**src/rtl/trap_sequencer.sv**
```systemverilog
// Trap response sequencer: edge-detects trap causes, drives flush/redirect toward the
// handler, tracks handler execution and mret return, and holds the trap CSRs.
module trap_sequencer #(
  parameter int unsigned FLUSH_CYCLES = 2,
  parameter int unsigned CNT_W        = 8
) (
  input  logic        clk,
  input  logic        rstn,
  input  logic [2:0]  trap_type,
  input  logic [31:0] mepc_in,
  input  logic [31:0] mtvec_addr,
  input  logic        mret,
  input  logic [11:0] csr_raddr,
  output logic [31:0] csr_rdata,
  output logic        flush,
  output logic        pc_redirect,
  output logic [31:0] redirect_pc,
  output logic        in_handler,
  output logic        halted
);

  localparam int unsigned FC_W = 4;

  localparam logic [2:0] S_IDLE     = 3'd0;
  localparam logic [2:0] S_FLUSH    = 3'd1;
  localparam logic [2:0] S_REDIRECT = 3'd2;
  localparam logic [2:0] S_HANDLER  = 3'd3;
  localparam logic [2:0] S_RETURN   = 3'd4;
  localparam logic [2:0] S_HALT     = 3'd5;

  localparam logic [FC_W-1:0] FCNT_INIT = FC_W'(FLUSH_CYCLES - 1);

  logic [2:0]       state_q, state_n;
  logic [2:0]       trap_type_d;
  logic [FC_W-1:0]  fcnt_q, fcnt_n;
  logic [31:0]      mepc_q, mepc_n;
  logic [2:0]       mcause_q, mcause_n;
  logic [31:0]      mtvec_q, mtvec_n;
  logic [CNT_W-1:0] cnt_q, cnt_n, cnt_inc;
  logic             trap_edge;

  logic        flush_n, pc_redirect_n, in_handler_n, halted_n;
  logic [31:0] redirect_pc_n;

  assign trap_edge = (trap_type != 3'd0) && (trap_type_d == 3'd0);
  assign cnt_inc   = (cnt_q == {CNT_W{1'b1}}) ? cnt_q : cnt_q + CNT_W'(1);

  // State register and all architectural/output registers
  always_ff @(posedge clk or negedge rstn) begin
    if (!rstn) begin
      state_q     <= S_IDLE;
      trap_type_d <= 3'd0;
      fcnt_q      <= '0;
      mepc_q      <= '0;
      mcause_q    <= '0;
      mtvec_q     <= '0;
      cnt_q       <= '0;
      flush       <= 1'b0;
      pc_redirect <= 1'b0;
      redirect_pc <= '0;
      in_handler  <= 1'b0;
      halted      <= 1'b0;
    end else begin
      state_q     <= state_n;
      trap_type_d <= trap_type;
      fcnt_q      <= fcnt_n;
      mepc_q      <= mepc_n;
      mcause_q    <= mcause_n;
      mtvec_q     <= mtvec_n;
      cnt_q       <= cnt_n;
      flush       <= flush_n;
      pc_redirect <= pc_redirect_n;
      redirect_pc <= redirect_pc_n;
      in_handler  <= in_handler_n;
      halted      <= halted_n;
    end
  end

  // Next-state logic; outputs are decoded from the next state so they register as Moore outputs
  always_comb begin
    state_n       = state_q;
    fcnt_n        = fcnt_q;
    mepc_n        = mepc_q;
    mcause_n      = mcause_q;
    mtvec_n       = mtvec_q;
    cnt_n         = cnt_q;
    flush_n       = 1'b0;
    pc_redirect_n = 1'b0;
    redirect_pc_n = '0;
    in_handler_n  = 1'b0;
    halted_n      = 1'b0;

    case (state_q)
      S_IDLE: begin
        if (trap_edge) begin
          mcause_n = trap_type;
          mtvec_n  = mtvec_addr;
          fcnt_n   = FCNT_INIT;
          cnt_n    = cnt_inc;
          state_n  = S_FLUSH;
        end
      end
      S_FLUSH: begin
        // mepc_in becomes valid one cycle after the trap edge, i.e. in the first FLUSH cycle
        if (fcnt_q == FCNT_INIT) mepc_n = mepc_in;
        if (fcnt_q != '0) fcnt_n = fcnt_q - FC_W'(1);
        else              state_n = S_REDIRECT;
      end
      S_REDIRECT: state_n = S_HANDLER;
      S_HANDLER: begin
        if (trap_edge) begin
          cnt_n   = cnt_inc;
          state_n = S_HALT;
        end else if (mret) begin
          state_n = S_RETURN;
        end
      end
      S_RETURN: state_n = S_IDLE;
      S_HALT:   state_n = S_HALT;
      default:  state_n = S_IDLE;
    endcase

    case (state_n)
      S_FLUSH: flush_n = 1'b1;
      S_REDIRECT: begin
        flush_n       = 1'b1;
        pc_redirect_n = 1'b1;
        redirect_pc_n = mtvec_n;
      end
      S_HANDLER: in_handler_n = 1'b1;
      S_RETURN: begin
        flush_n       = 1'b1;
        pc_redirect_n = 1'b1;
        redirect_pc_n = mepc_n;
        in_handler_n  = 1'b1;
      end
      S_HALT: begin
        flush_n  = 1'b1;
        halted_n = 1'b1;
      end
      default: ;
    endcase
  end

  // Combinational CSR read port
  always_comb begin
    csr_rdata = '0;
    case (csr_raddr)
      12'h341: csr_rdata = mepc_q;
      12'h342: csr_rdata = {29'b0, mcause_q};
      12'h305: csr_rdata = mtvec_q;
      12'h7C0: csr_rdata = 32'(cnt_q);
      default: csr_rdata = '0;
    endcase
  end

endmodule

```
**config.mk**
```make
export PLATFORM = sky130hd
export DESIGN_NAME = trap_sequencer
export DESIGN_NICKNAME = d
export VERILOG_FILES = /design/src/rtl/trap_sequencer.sv
export SDC_FILE = /design/constraint.sdc
export NUM_CORES = 1
export LEC_CHECK = 0
export BUFFER_PORTS_ARGS = -buffer_cell sky130_fd_sc_hd__buf_2
export CORE_MARGIN = 2
export CORE_UTILIZATION = 40
export DETAILED_ROUTE_END_ITERATION = 8
export HOLD_SLACK_MARGIN = 0.05
export PLACE_DENSITY = 0.71
export SLEW_MARGIN = 15
export SYNTH_ARGS = -nofsm -noshare
export SYNTH_HDL_FRONTEND = slang
export SYNTH_SLANG_ARGS = --single-unit
```
**constraint.sdc**
```tcl
create_clock -name clk -period 7 [get_ports clk]
set_input_delay 2.1 -clock clk [delete_from_list [all_inputs] [get_ports clk]]
set_output_delay 2.1 -clock clk [all_outputs]
set_load 0.05 [all_outputs]
```
**Word level (Yosys, flattened, before mapping)**

Index checks and enable logic that the tools add are counted.
W data, S select, Z words.

- $add $sub $neg: 2
- Eq/ne operators: 17
- Muxes and demuxes: 18
- Bitwise gates (word level): 1
- Reductions and logical operators: 13

Operators with widths:

| cell | count |
|---|---|
| $mux W32 | 4 |
| $pmux W32 S4 | 1 |
| $pmux W32 S2 | 1 |
| $eq A12 B10 Y1 const B | 3 |
| $pmux W3 S5 | 1 |
| $eq A12 B11 Y1 const B | 1 |
| $eq A3 B2 Y1 const B | 4 |
| $mux W3 | 4 |
| $eq A3 B3 Y1 const B | 3 |
| $add A8 B1 Y8 const B | 1 |
| $eq A8 B8 Y1 const B | 1 |
| $mux W4 | 2 |
| $pmux W4 S2 | 1 |
| $eq A3 B1 Y1 const B | 2 |
| $logic_not A3 Y1 | 2 |
| $reduce_and A3 Y1 | 2 |
| $reduce_or A2 Y1 | 3 |
| $eq A4 B1 Y1 const B | 1 |
| $mux W1 | 4 |
| $ne A2 B2 Y1 const B | 2 |
| $reduce_bool A4 Y1 | 1 |
| $reduce_or A4 Y1 | 1 |
| $sub A4 B1 Y4 const B | 1 |
| $reduce_bool A3 Y1 | 1 |
| other kinds (4) | 4 |

- Flip-flop bits (word level): 121
- Bits of input ports: 82
- Word-level logic and storage cells: 63

**Longest topological paths before layout**

Gate-level depths: netlist of run 1.

- Depth after elaboration: 7
- Gate-level depth with buffers: 7

**Worst setup path before layout of run 1**

No wires, ideal clock.

- Kind: input-to-output
- Start point: input csr_raddr[1]
- End point: output csr_rdata[1]
- Data arrival time: 4.144 ns
- Setup slack: 0.756 ns
- Stages on the path: 3
- Path buffers: 0
- Cells stage by stage: or4b_1 > or3_1 > o21ai_0

- Longest elaborated chain between the ends: 2
- Elaborated cells on any way between the ends: 5
- Classes of those cells: eq/ne (4); mux (1)

RTL lines:

| item | RTL line | source |
|---|---|---|
| from (decl) | 13 | `input logic [11:0] csr_raddr,` |
| $eq A12 B11 Y1 or $eq A12 B10 Y1 (tied branches) | 148 | `case (csr_raddr)` |
| $pmux W32 S4 (*) | 148 |  |
| to (decl) | 14 | `output logic [31:0] csr_rdata,` |

Every way passes the cells marked *; elsewhere a longest branch is shown, timed or not.

**Final worst setup path of run 1**

- Start point: input csr_raddr[1]
- End point: output csr_rdata[4]

The elaborated chain is that of the path after synthesis.

==> results of run 1 <==
==> registers in the layout, indices dropped and copies added, names as in the netlist, 3 cells and up <==
| signal | cells |
|---|---|
| mtvec_q | 32 |
| cnt_q | 8 |
| fcnt_q | 4 |
| redirect_pc | 32 |
| trap_type_d | 3 |
| mcause_q | 3 |
| mepc_q | 32 |
| state_q | 3 |
==> synthesized netlist by cell type, types with 4 or more instances <==
library cell and number:
a222oi_1 5, a22o_1 24, a22oi_1 4, buf_2 13, buf_6 4, clkbuf_1 11, dfrtp_1 121, ha_1 4
inv_1 40, mux2_2 62, mux2_4 6, nand2_1 42, nand3_1 6, nor2_1 7, o21ai_0 5, o41ai_1 32
xnor2_1 9
==> cells in the final DEF (no fill, tap or decap), types with 6 or more instances in the layout <==
cell | netlist | final
inv_1 | 40 | 40
xnor2_1 | 9 | 9
a22o_1 | 24 | 24
clkbuf_1 | 11 | 8
nand2_1 | 42 | 42
mux2_2 | 62 | 62
dfrtp_1 | 121 | 121
clkbuf_8 | 0 | 6
nor2_1 | 7 | 7
clkbuf_16 | 0 | 17
o41ai_1 | 32 | 32
buf_2 | 13 | 148
mux2_4 | 6 | 6
==> final timing paths <==
kind / slack, ns / endpoint / cells after the start
max: 0.83 / csr_rdata[4] / 7
min: 0.50 / redirect_pc[21]$_DFF_PN0_ / 2
max reg2reg: 4.36 / mepc_q[31]$_DFF_PN0_ / 3
min reg2reg: 0.50 / redirect_pc[21]$_DFF_PN0_ / 2
max in group asynchronous: 3.96 / mtvec_q[30]$_DFF_PN0_ / 2
min in group asynchronous: 1.75 / mepc_q[26]$_DFF_PN0_ / 1
==> metal layers <==
metal  track usage  up-vias  part of all wire
met5             0        -                 0
met4        0.0894        0             0.024
met3        0.0503       26             0.066
met2         0.314      170              0.49
met1         0.252     2023              0.42
li1              -     1901                 -
==> where the power goes <==
part / internal, uW / switching [uW] / total [uW]
Clock: 509 / 286 / 795
Sequential: 972 / 219 / 1190
Combinational: 337 / 455 / 791
Total: 1820 / 960 / 2780
==> area by class of cell <==
cell class                      instances  area share
Sequential cell                       121       0.439
Tap cell                              176      0.0319
Clock buffer                           31      0.0780
Clock inverter                          1    0.000726
Multi-Input combinational cell        255       0.315
Timing Repair Buffer                  153       0.113
Inverter                               41      0.0223
==> through the flow <==
| step | hold slack, ns | utilization | cell area (um^2) | total power (uW) | setup WS, ns |
|---|---|---|---|---|---|
| after global placement | 0.477 | 0.478 | 6350 | 1940 | 0.888 |
| after detailed placement | 0.483 | 0.478 | 6350 | 1990 | 0.848 |
| after global routing | 0.536 | 0.519 | 6890 | 2930 | 0.734 |
| after CTS | 0.498 | 0.519 | 6890 | 2800 | 0.839 |
| after floorplan | 0.460 | - | 5470 | 1750 | 0.756 |
| final | 0.496 | 0.519 | 6890 | 2780 | 0.831 |
==> worst min-delay path, cell delays in order, from the launching register on <==
cell and delay (ns):
dfrtp_1 0.36, nand2_1 0.05, o41ai_1 0.05
==> kinds of logic (layout without fill, tap and decap cells) <==
group / after synthesis / in the layout
multiplexers: 68 / 68
adder cells (fa/ha/maj): 4 / 4
buffers and inverters: 70 / 226
AO/OA/AOI/OAI: 80 / 80
XOR/XNOR: 11 / 11
AND/OR/NAND/NOR: 92 / 92
flip-flops: 121 / 121
==> results.py, run 1 <==
metrics = {
    "placement": {
        "io_buffers": 149,
        "dp_hpwl_um": 8930,
        "gp_congestion": 0.871,
        "dp.cells": 746,
    },
    "detailed_routing": {
        "first_iter_violations": 341,
        "vias": 4120,
        "wl_um": 13700,
        "remaining_drc_errors": 0,
        "drt-pass1-iter-count": 6,
        "wl_per_cell_um": 17.6,
        "drtAntennaViolNets": 0,
        "vias_per_cell": 5.30,
    },
    "power_and_ir_drop": {
        "ir_drop_uv": 193,
        "leakage_uw": 0.00346,
        "power.density_nw_per_um2": 403,
    },
    "worst_setup_path": {
        "cp_slowest_cell": "or4b_1",
        "cp_common_cell": "buf_2",
        "cp_max_fo": 29,
        "worstReg2RegStart": "state_q[0]$_DFF_PN0_",
        "critPathCaptureType": "output pin",
        "critPathKind": "in -> out",
        "crit_path_start_kind": "input port",
        "crit_required_ns": 4.90,
        "crit_path_max_incr_delay_ns": 0.66,
        "cp_cell_sequence": "buf_2, or4b_1, nor4b_4, buf_4, a222oi_1, inv_1, buf_2",
        "path_buf_inv": 4,
        "critical_path_arrival_ns": 4.07,
        "cp_top_family": "simple AND/OR/NAND/NOR gates",
        "cp-startpoint": "csr_raddr[1]",
    },
    "job": {
        "maxCapViolCount": 0,
    },
    "synthesis": {
        "postSynth.asyncResetShare": 1.00,
        "syn_area_per_cell_um2": 12.3,
        "synth_simple_gate_area_frac": 0.0965,
        "synthMuxAreaShare": 0.144,
        "synth_adder_area_share": 0.00915,
        "synth.top_cell.area_share": 0.554,
        "yosys_warnings": 0,
        "ys_seq_area_frac": 0.554,
        "ys_types": 48,
        "synthTopCellsByArea": "dfrtp_1 55%, mux2_2 13%, o41ai_1 5.1%",
        "synth_xor_area_frac": 0.0176,
        "synth_edf_count": 0,
        "synth_ff_type": "dfrtp_1",
        "synthesis.nets": 532,
        "ys_ff_latch": 121,
        "synth_top_area_cell": "dfrtp_1",
        "synth_top_family_by_area": "multiplexers",
        "syn-cell-area_um2": 5470,
        "synth_cells": 446,
        "synth_compound_area_frac": 0.122,
    },
    "layout": {
        "drive_gt1_frac": 0.430,
        "regArea_um2": 3030,
        "n_antenna_cell": 0,
        "multi_input_area_um2": 2170,
        "area_delta_synth_final_pct": 26.1,
        "n_fill_cell": 1187,
        "stdcell_count": 778,
        "nNetsFinal": 675,
    },
    "worst_hold_path": {
        "hold_path.class": "reg -> reg",
        "min_from": "mtvec_q[21]$_DFF_PN0_",
    },
    "clock_tree": {
        "worstSkewPairLatency_ns": 0.42,
        "clkTransAtPathRegs_ns": 0.05,
        "cts.sinks": 121,
        "cts_inserted_buffers": 17,
        "cts_tree": "yes",
        "post_cts.repair.setup_buffers": 0,
        "hold_buffers": 0,
        "h-tree-depth": 4,
        "cts_buffer_depth": 2,
        "cts_root_buffer": "clkbuf_16",
        "cts_resized": 0,
    },
    "sta": {
        "rsz0062_at_grt": "no",
        "tns_ns": 0,
        "hold_viol_final": 0,
        "worstMarginPinSlew_ns": 1.11,
        "slew-limit-headroom": 0.254,
        "finalSetupViolCount": 0,
        "skew_ns": 0.00740,
        "fmax_mhz": 162,
        "fin_crit_ns": 6.17,
        "post-route-period-util": 0.881,
        "slew_violations": 0,
    },
    "floorplanning": {
        "io_pins": 150,
        "fp.dieArea_um2": 14600,
        "initial_core_util": 0.411,
        "core-area_um2": 13300,
        "die_w_um": 121,
        "row_count": 42,
        "dieHeight_um": 121,
    },
    "global_routing": {
        "grt_remaining_overflow": 0,
        "grt_pass1_vias": 4331,
        "grt_pass1_wl_um": 22100,
        "antenna_found_initial": 0,
        "grt_max_degree": 64,
        "grtUsageTotal": 0.197,
    },
    "outcome": {
        "status": "complete, no violations",
    },
}
(Power assumes the default switching activity.)
==> run 2, diff against run 1 <==
--- a/config.mk
+++ b/config.mk
@@ -10,7 +10,7 @@
 export CORE_UTILIZATION = 40
 export DETAILED_ROUTE_END_ITERATION = 8
 export HOLD_SLACK_MARGIN = 0.05
-export PLACE_DENSITY = 0.71
+export PLACE_DENSITY = 0.67
 export SLEW_MARGIN = 15
 export SYNTH_ARGS = -nofsm -noshare
 export SYNTH_HDL_FRONTEND = slang
==> results.py, run 2 (synthesis gave the netlist of run 1 again) <==
metrics = {
    "power_and_ir_drop": {
        "power.density_nw_per_um2": 400,
        "leakage_uw": 0.00345,
        "ir_drop_uv": 216,
    },
    "sta": {
        "slew_violations": 0,
        "hold_viol_final": 0,
        "fin_crit_ns": 6.18,
        "worstMarginPinSlew_ns": 1.18,
        "finalSetupViolCount": 0,
        "post-route-period-util": 0.882,
        "tns_ns": 0,
        "rsz0062_at_grt": "no",
        "skew_ns": 0.00667,
        "fmax_mhz": 162,
        "slew-limit-headroom": 0.210,
    },
    "worst_setup_path": {
        "cp_slowest_cell": "or4b_1",
        "critPathKind": "in -> out",
        "crit_required_ns": 4.90,
        "path_buf_inv": 4,
        "crit_path_max_incr_delay_ns": 0.67,
        "cp_max_fo": 29,
        "r2r_end": "redirect_pc[24]$_DFF_PN0_",
        "critPathCaptureType": "output pin",
        "cp-startpoint": "csr_raddr[1]",
        "cp_cell_sequence": "buf_2, or4b_1, nor4b_4, buf_4, a222oi_1, inv_1, buf_2",
        "cp_top_family": "simple AND/OR/NAND/NOR gates",
        "cp_common_cell": "buf_2",
        "r2r_cells": 5,
        "timing.reg2reg.setup_slack_ns": 4.35,
        "critical_path_arrival_ns": 4.08,
        "worstReg2RegStart": "state_q[2]$_DFF_PN0_",
        "crit_path_start_kind": "input port",
    },
    "clock_tree": {
        "cts_inserted_buffers": 17,
        "cts_buffer_depth": 2,
        "h-tree-depth": 4,
        "clkTransAtPathRegs_ns": 0.05,
        "cts_tree": "yes",
        "cts_root_buffer": "clkbuf_16",
        "cts_resized": 0,
        "hold_buffers": 0,
        "worstSkewPairLatency_ns": 0.41,
        "cts.sinks": 121,
        "post_cts.repair.setup_buffers": 0,
    },
    "floorplanning": {
        "die_w_um": 121,
        "initial_core_util": 0.411,
        "dieHeight_um": 121,
        "core-area_um2": 13300,
        "row_count": 42,
        "fp.dieArea_um2": 14600,
        "io_pins": 150,
    },
    "detailed_routing": {
        "vias_per_cell": 5.25,
        "drt-pass1-iter-count": 7,
        "vias": 4071,
        "remaining_drc_errors": 0,
        "first_iter_violations": 305,
        "drtAntennaViolNets": 0,
        "wl_per_cell_um": 18.0,
        "wl_um": 13900,
    },
    "placement": {
        "io_buffers": 149,
        "gp_congestion": 0.799,
        "placed_cell_area_um2": 6350,
        "dp_hpwl_um": 8990,
    },
    "global_routing": {
        "grt_remaining_overflow": 0,
        "grt_use_met2": 0.323,
        "grt_pass1_vias": 4359,
        "top_usage_layer": "met2",
        "antenna_found_initial": 0,
        "grt_pass1_wl_um": 22200,
        "grt_max_degree": 73,
        "use_met3": 0.0526,
        "grtUsageTotal": 0.200,
        "met1_usage": 0.256,
    },
    "layout": {
        "n_fill_cell": 1175,
        "final_area_um2": 6880,
        "n_antenna_cell": 0,
        "final_common_cell": "buf_2",
        "area_delta_synth_final_pct": 25.7,
        "drive_gt1_frac": 0.434,
        "nNetsFinal": 675,
        "largestRegisters": "mepc_q x32, mtvec_q x32, redirect_pc x32",
        "final_cell_mix": "148 x buf_2, 121 x dfrtp_1, 62 x mux2_2",
    },
    "worst_hold_path": {
        "hold_path.class": "reg -> reg",
        "min_from": "mtvec_q[8]$_DFF_PN0_",
        "holdPathEnd": "redirect_pc[8]$_DFF_PN0_",
        "hold_depth": 2,
    },
    "job": {
        "maxCapViolCount": 0,
    },
    "outcome": {
        "status": "complete, no violations",
    },
}
==> run 2: changes by cell type in the layout (fill, tap and decap cells not counted) <==
cell      delta
clkbuf_1     -4
clkbuf_8     -1
clkinv_2     +2
==> run 2: metal layers <==
layer,wire length (um),vias to the layer above,share of wire
li1,-,1895,-
met1,6000,2017,0.43
met2,6900,139,0.49
met3,791,20,0.057
met4,252,0,0.018
met5,0,-,0
==> run 2: how the worst max path moves through the flow <==
stage              endpoint  slack, ns  cells past startpoint
2_1_floorplan  csr_rdata[1]       0.76                      3
3_3_place_gp   csr_rdata[3]       0.88                      7
3_5_place_dp   csr_rdata[3]       0.82                      7
4_1_cts        csr_rdata[3]       0.81                      7
5_1_grt        csr_rdata[3]       0.72                      7
6_report       csr_rdata[5]       0.82                      7
==> run 2: area by class of cell <==
class,instances,area (um^2),area share
sequential,121,3030,0.440
multi-input combinational,255,2170,0.316
timing repair buffer,153,778,0.113
clock buffer,26,509,0.0741
tap,176,220,0.0320
inverter,41,154,0.0224
clock inverter,3,15.0,0.00218
==> run 2: power breakdown <==
part	switching, uW	internal, uW
clock	284	490
sequential	211	972
combinational	460	337
total	955	1800
==> run 2: stage by stage <==
step / std cells / total power, uW / setup WS, ns / hold slack [ns] / utilization
after floorplan: 446 / 1750 / 0.756 / 0.460 / -
after global placement: 746 / 1950 / 0.875 / 0.475 / 0.478
after detailed placement: 746 / 1990 / 0.825 / 0.485 / 0.478
after CTS: 775 / 2770 / 0.814 / 0.501 / 0.517
after global routing: 775 / 2910 / 0.722 / 0.519 / 0.517
final: 775 / 2750 / 0.824 / 0.500 / 0.517
==> run 2: worst register-to-register path: cells and delay by family (launching register included) <==
family | cells | cell delay, ns
buffers and inverters | 1 | 0.39
and+or+nand+nor | 3 | 1.51
DFF | 1 | 0.49
AOI/OAI and AO/OA | 1 | 0.10
==> run 3, diff against run 2 <==
--- a/config.mk
+++ b/config.mk
@@ -7,10 +7,10 @@
 export LEC_CHECK = 0
 export BUFFER_PORTS_ARGS = -buffer_cell sky130_fd_sc_hd__buf_2
 export CORE_MARGIN = 2
-export CORE_UTILIZATION = 40
+export CORE_UTILIZATION = 55
 export DETAILED_ROUTE_END_ITERATION = 8
 export HOLD_SLACK_MARGIN = 0.05
-export PLACE_DENSITY = 0.67
+export PLACE_DENSITY = 0.86
 export SLEW_MARGIN = 15
 export SYNTH_ARGS = -nofsm -noshare
 export SYNTH_HDL_FRONTEND = slang
==> results.py, run 3 (synthesis gave the netlist of run 1 again) <==
metrics = {
    "outcome": {
        "status": "complete, no violations",
    },
    "floorplanning": {
        "io_pins": 150,
        "core-area_um2": 9730,
        "initial_core_util": 0.562,
        "row_count": 36,
        "dieHeight_um": 104,
        "fp.dieArea_um2": 10800,
        "die_w_um": 104,
    },
    "power_and_ir_drop": {
        "power.density_nw_per_um2": 416,
        "ir_drop_uv": 204,
        "power.internal_uw": 1860,
        "p_clk_frac": 0.306,
        "pwr-share-comb": 0.279,
        "seq_power_share": 0.415,
        "switching_share": 0.351,
        "leakage_uw": 0.00347,
        "p_switching_uw": 1010,
    },
    "layout": {
        "area_delta_synth_final_pct": 26.1,
        "n_fill_cell": 711,
        "drive_gt1_frac": 0.444,
        "final_common_cell": "buf_2",
        "final_area_um2": 6900,
        "largestRegisters": "mepc_q x32, mtvec_q x32, redirect_pc x32",
        "final_cell_mix": "148 x buf_2, 121 x dfrtp_1, 62 x mux2_2",
        "n_antenna_cell": 0,
        "regArea_um2": 3030,
        "multi_input_area_um2": 2160,
        "nNetsFinal": 676,
    },
    "clock_tree": {
        "cts_root_buffer": "clkbuf_8",
        "cts_inserted_buffers": 17,
        "cts_tree": "yes",
        "cts.sinks": 121,
        "worstSkewPairLatency_ns": 0.52,
        "post_cts.repair.setup_buffers": 0,
        "h-tree-depth": 4,
        "cts_resized": 0,
        "hold_buffers": 0,
        "clkTransAtPathRegs_ns": 0.06,
        "cts_buffer_depth": 2,
    },
    "sta": {
        "post-route-period-util": 0.886,
        "skew_ns": 0.0160,
        "rsz0062_at_grt": "no",
        "worstMarginPinSlew_ns": 1.12,
        "fmax_mhz": 161,
        "tns_ns": 0,
        "hold_viol_final": 0,
        "fin_ws_ns": 0.797,
        "fin_crit_ns": 6.20,
        "finalSetupViolCount": 0,
        "slew_violations": 0,
        "slew-limit-headroom": 0.248,
    },
    "worst_hold_path": {
        "min_from": "mtvec_q[31]$_DFF_PN0_",
        "hold_path.class": "reg -> reg",
        "holdPathEnd": "redirect_pc[31]$_DFF_PN0_",
        "hold_depth": 2,
    },
    "worst_setup_path": {
        "cp_slowest_cell": "or4b_2",
        "cp_cell_sequence": "buf_2, or4b_2, nor4_4, a22oi_1, o21ai_0, buf_2",
        "critPathCaptureType": "output pin",
        "crit_required_ns": 4.90,
        "crit_path_max_incr_delay_ns": 0.74,
        "r2r_end": "mepc_q[14]$_DFF_PN0_",
        "cp_max_fo": 8,
        "critical_path_arrival_ns": 4.10,
        "crit_path_start_kind": "input port",
        "cp_common_cell": "buf_2",
        "critPathKind": "in -> out",
        "timing.reg2reg.setup_slack_ns": 4.28,
        "r2r_cells": 3,
        "worstReg2RegStart": "state_q[0]$_DFF_PN0_",
    },
    "placement": {
        "placed_cell_area_um2": 6300,
        "gp_congestion": 0.882,
        "io_buffers": 149,
        "place_ws_ns": 0.851,
        "dp_hpwl_um": 8810,
    },
    "detailed_routing": {
        "wl_um": 13900,
        "vias": 4229,
        "first_iter_violations": 275,
        "remaining_drc_errors": 0,
        "drt-pass1-iter-count": 5,
        "vias_per_cell": 5.75,
        "wl_per_cell_um": 19.0,
        "drtAntennaViolNets": 0,
    },
    "job": {
        "maxCapViolCount": 0,
    },
    "global_routing": {
        "grt_max_degree": 72,
        "grt_pass1_vias": 4546,
        "grt_pass1_wl_um": 22600,
        "antenna_found_initial": 0,
        "grtUsageTotal": 0.267,
        "grt_remaining_overflow": 0,
    },
}
## run 3: cell types whose count changed in the layout (fill, tap and decap cells not counted), sizes merged
cell and change:
clkinvlp +5, bufinv +3, clkbuf -8, inv +2, buf +1
## run 3: power groups by stage
stage               Clock, uW  Combinational (uW)  Sequential, uW
floorplan                   0                 498            1250
global placement            0                 764            1170
detailed placement          0                 799            1190
CTS                       885                 810            1180
global route              923                 872            1220
finish                    877                 801            1190
## run 3: worst max-delay path by stage
stage	start	end	slack (ns)	cells after the start
2_1_floorplan	csr_raddr[1]	csr_rdata[1]	0.76	3
6_report	csr_raddr[2]	csr_rdata[2]	0.80	6
4_1_cts	csr_raddr[1]	csr_rdata[0]	0.85	7
3_3_place_gp	csr_raddr[1]	csr_rdata[3]	0.91	7
3_5_place_dp	csr_raddr[1]	csr_rdata[0]	0.85	7
5_1_grt	csr_raddr[2]	csr_rdata[2]	0.70	6
## run 3: stage by stage
step | total power, uW | utilization | cells | hold slack [ns]
floorplan | 1750 | - | 446 | 0.460
global placement | 1930 | 0.647 | 704 | 0.471
detailed placement | 1990 | 0.647 | 704 | 0.472
CTS | 2880 | 0.709 | 735 | 0.500
global route | 3010 | 0.709 | 735 | 0.533
finish | 2870 | 0.709 | 735 | 0.498
## run 3: metal layers
| layer | share of wire | track usage | vias up |
|---|---|---|---|
| li1 | - | - | 1903 |
| met2 | 0.52 | 0.454 | 171 |
| met3 | 0.064 | 0.0617 | 26 |
| met4 | 0.018 | 0.112 | 0 |
| met1 | 0.40 | 0.331 | 2129 |
| met5 | 0 | 0 | - |
## run 3: layout make-up
type | instances | area share
Clock buffer | 18 | 0.0620
Inverter | 41 | 0.0223
Tap cell | 133 | 0.0241
Timing Repair Buffer | 154 | 0.114
Sequential cell | 121 | 0.439
Multi-Input combinational cell | 255 | 0.314
Clock inverter | 13 | 0.0249
## run 3: worst max-delay path, delay by kind of cell
kind / cells / cell delay (ns)
AO/OA/AOI/OAI: 2 / 0.32
AND/OR/NAND/NOR: 2 / 1.24
buffers and inverters: 2 / 0.43
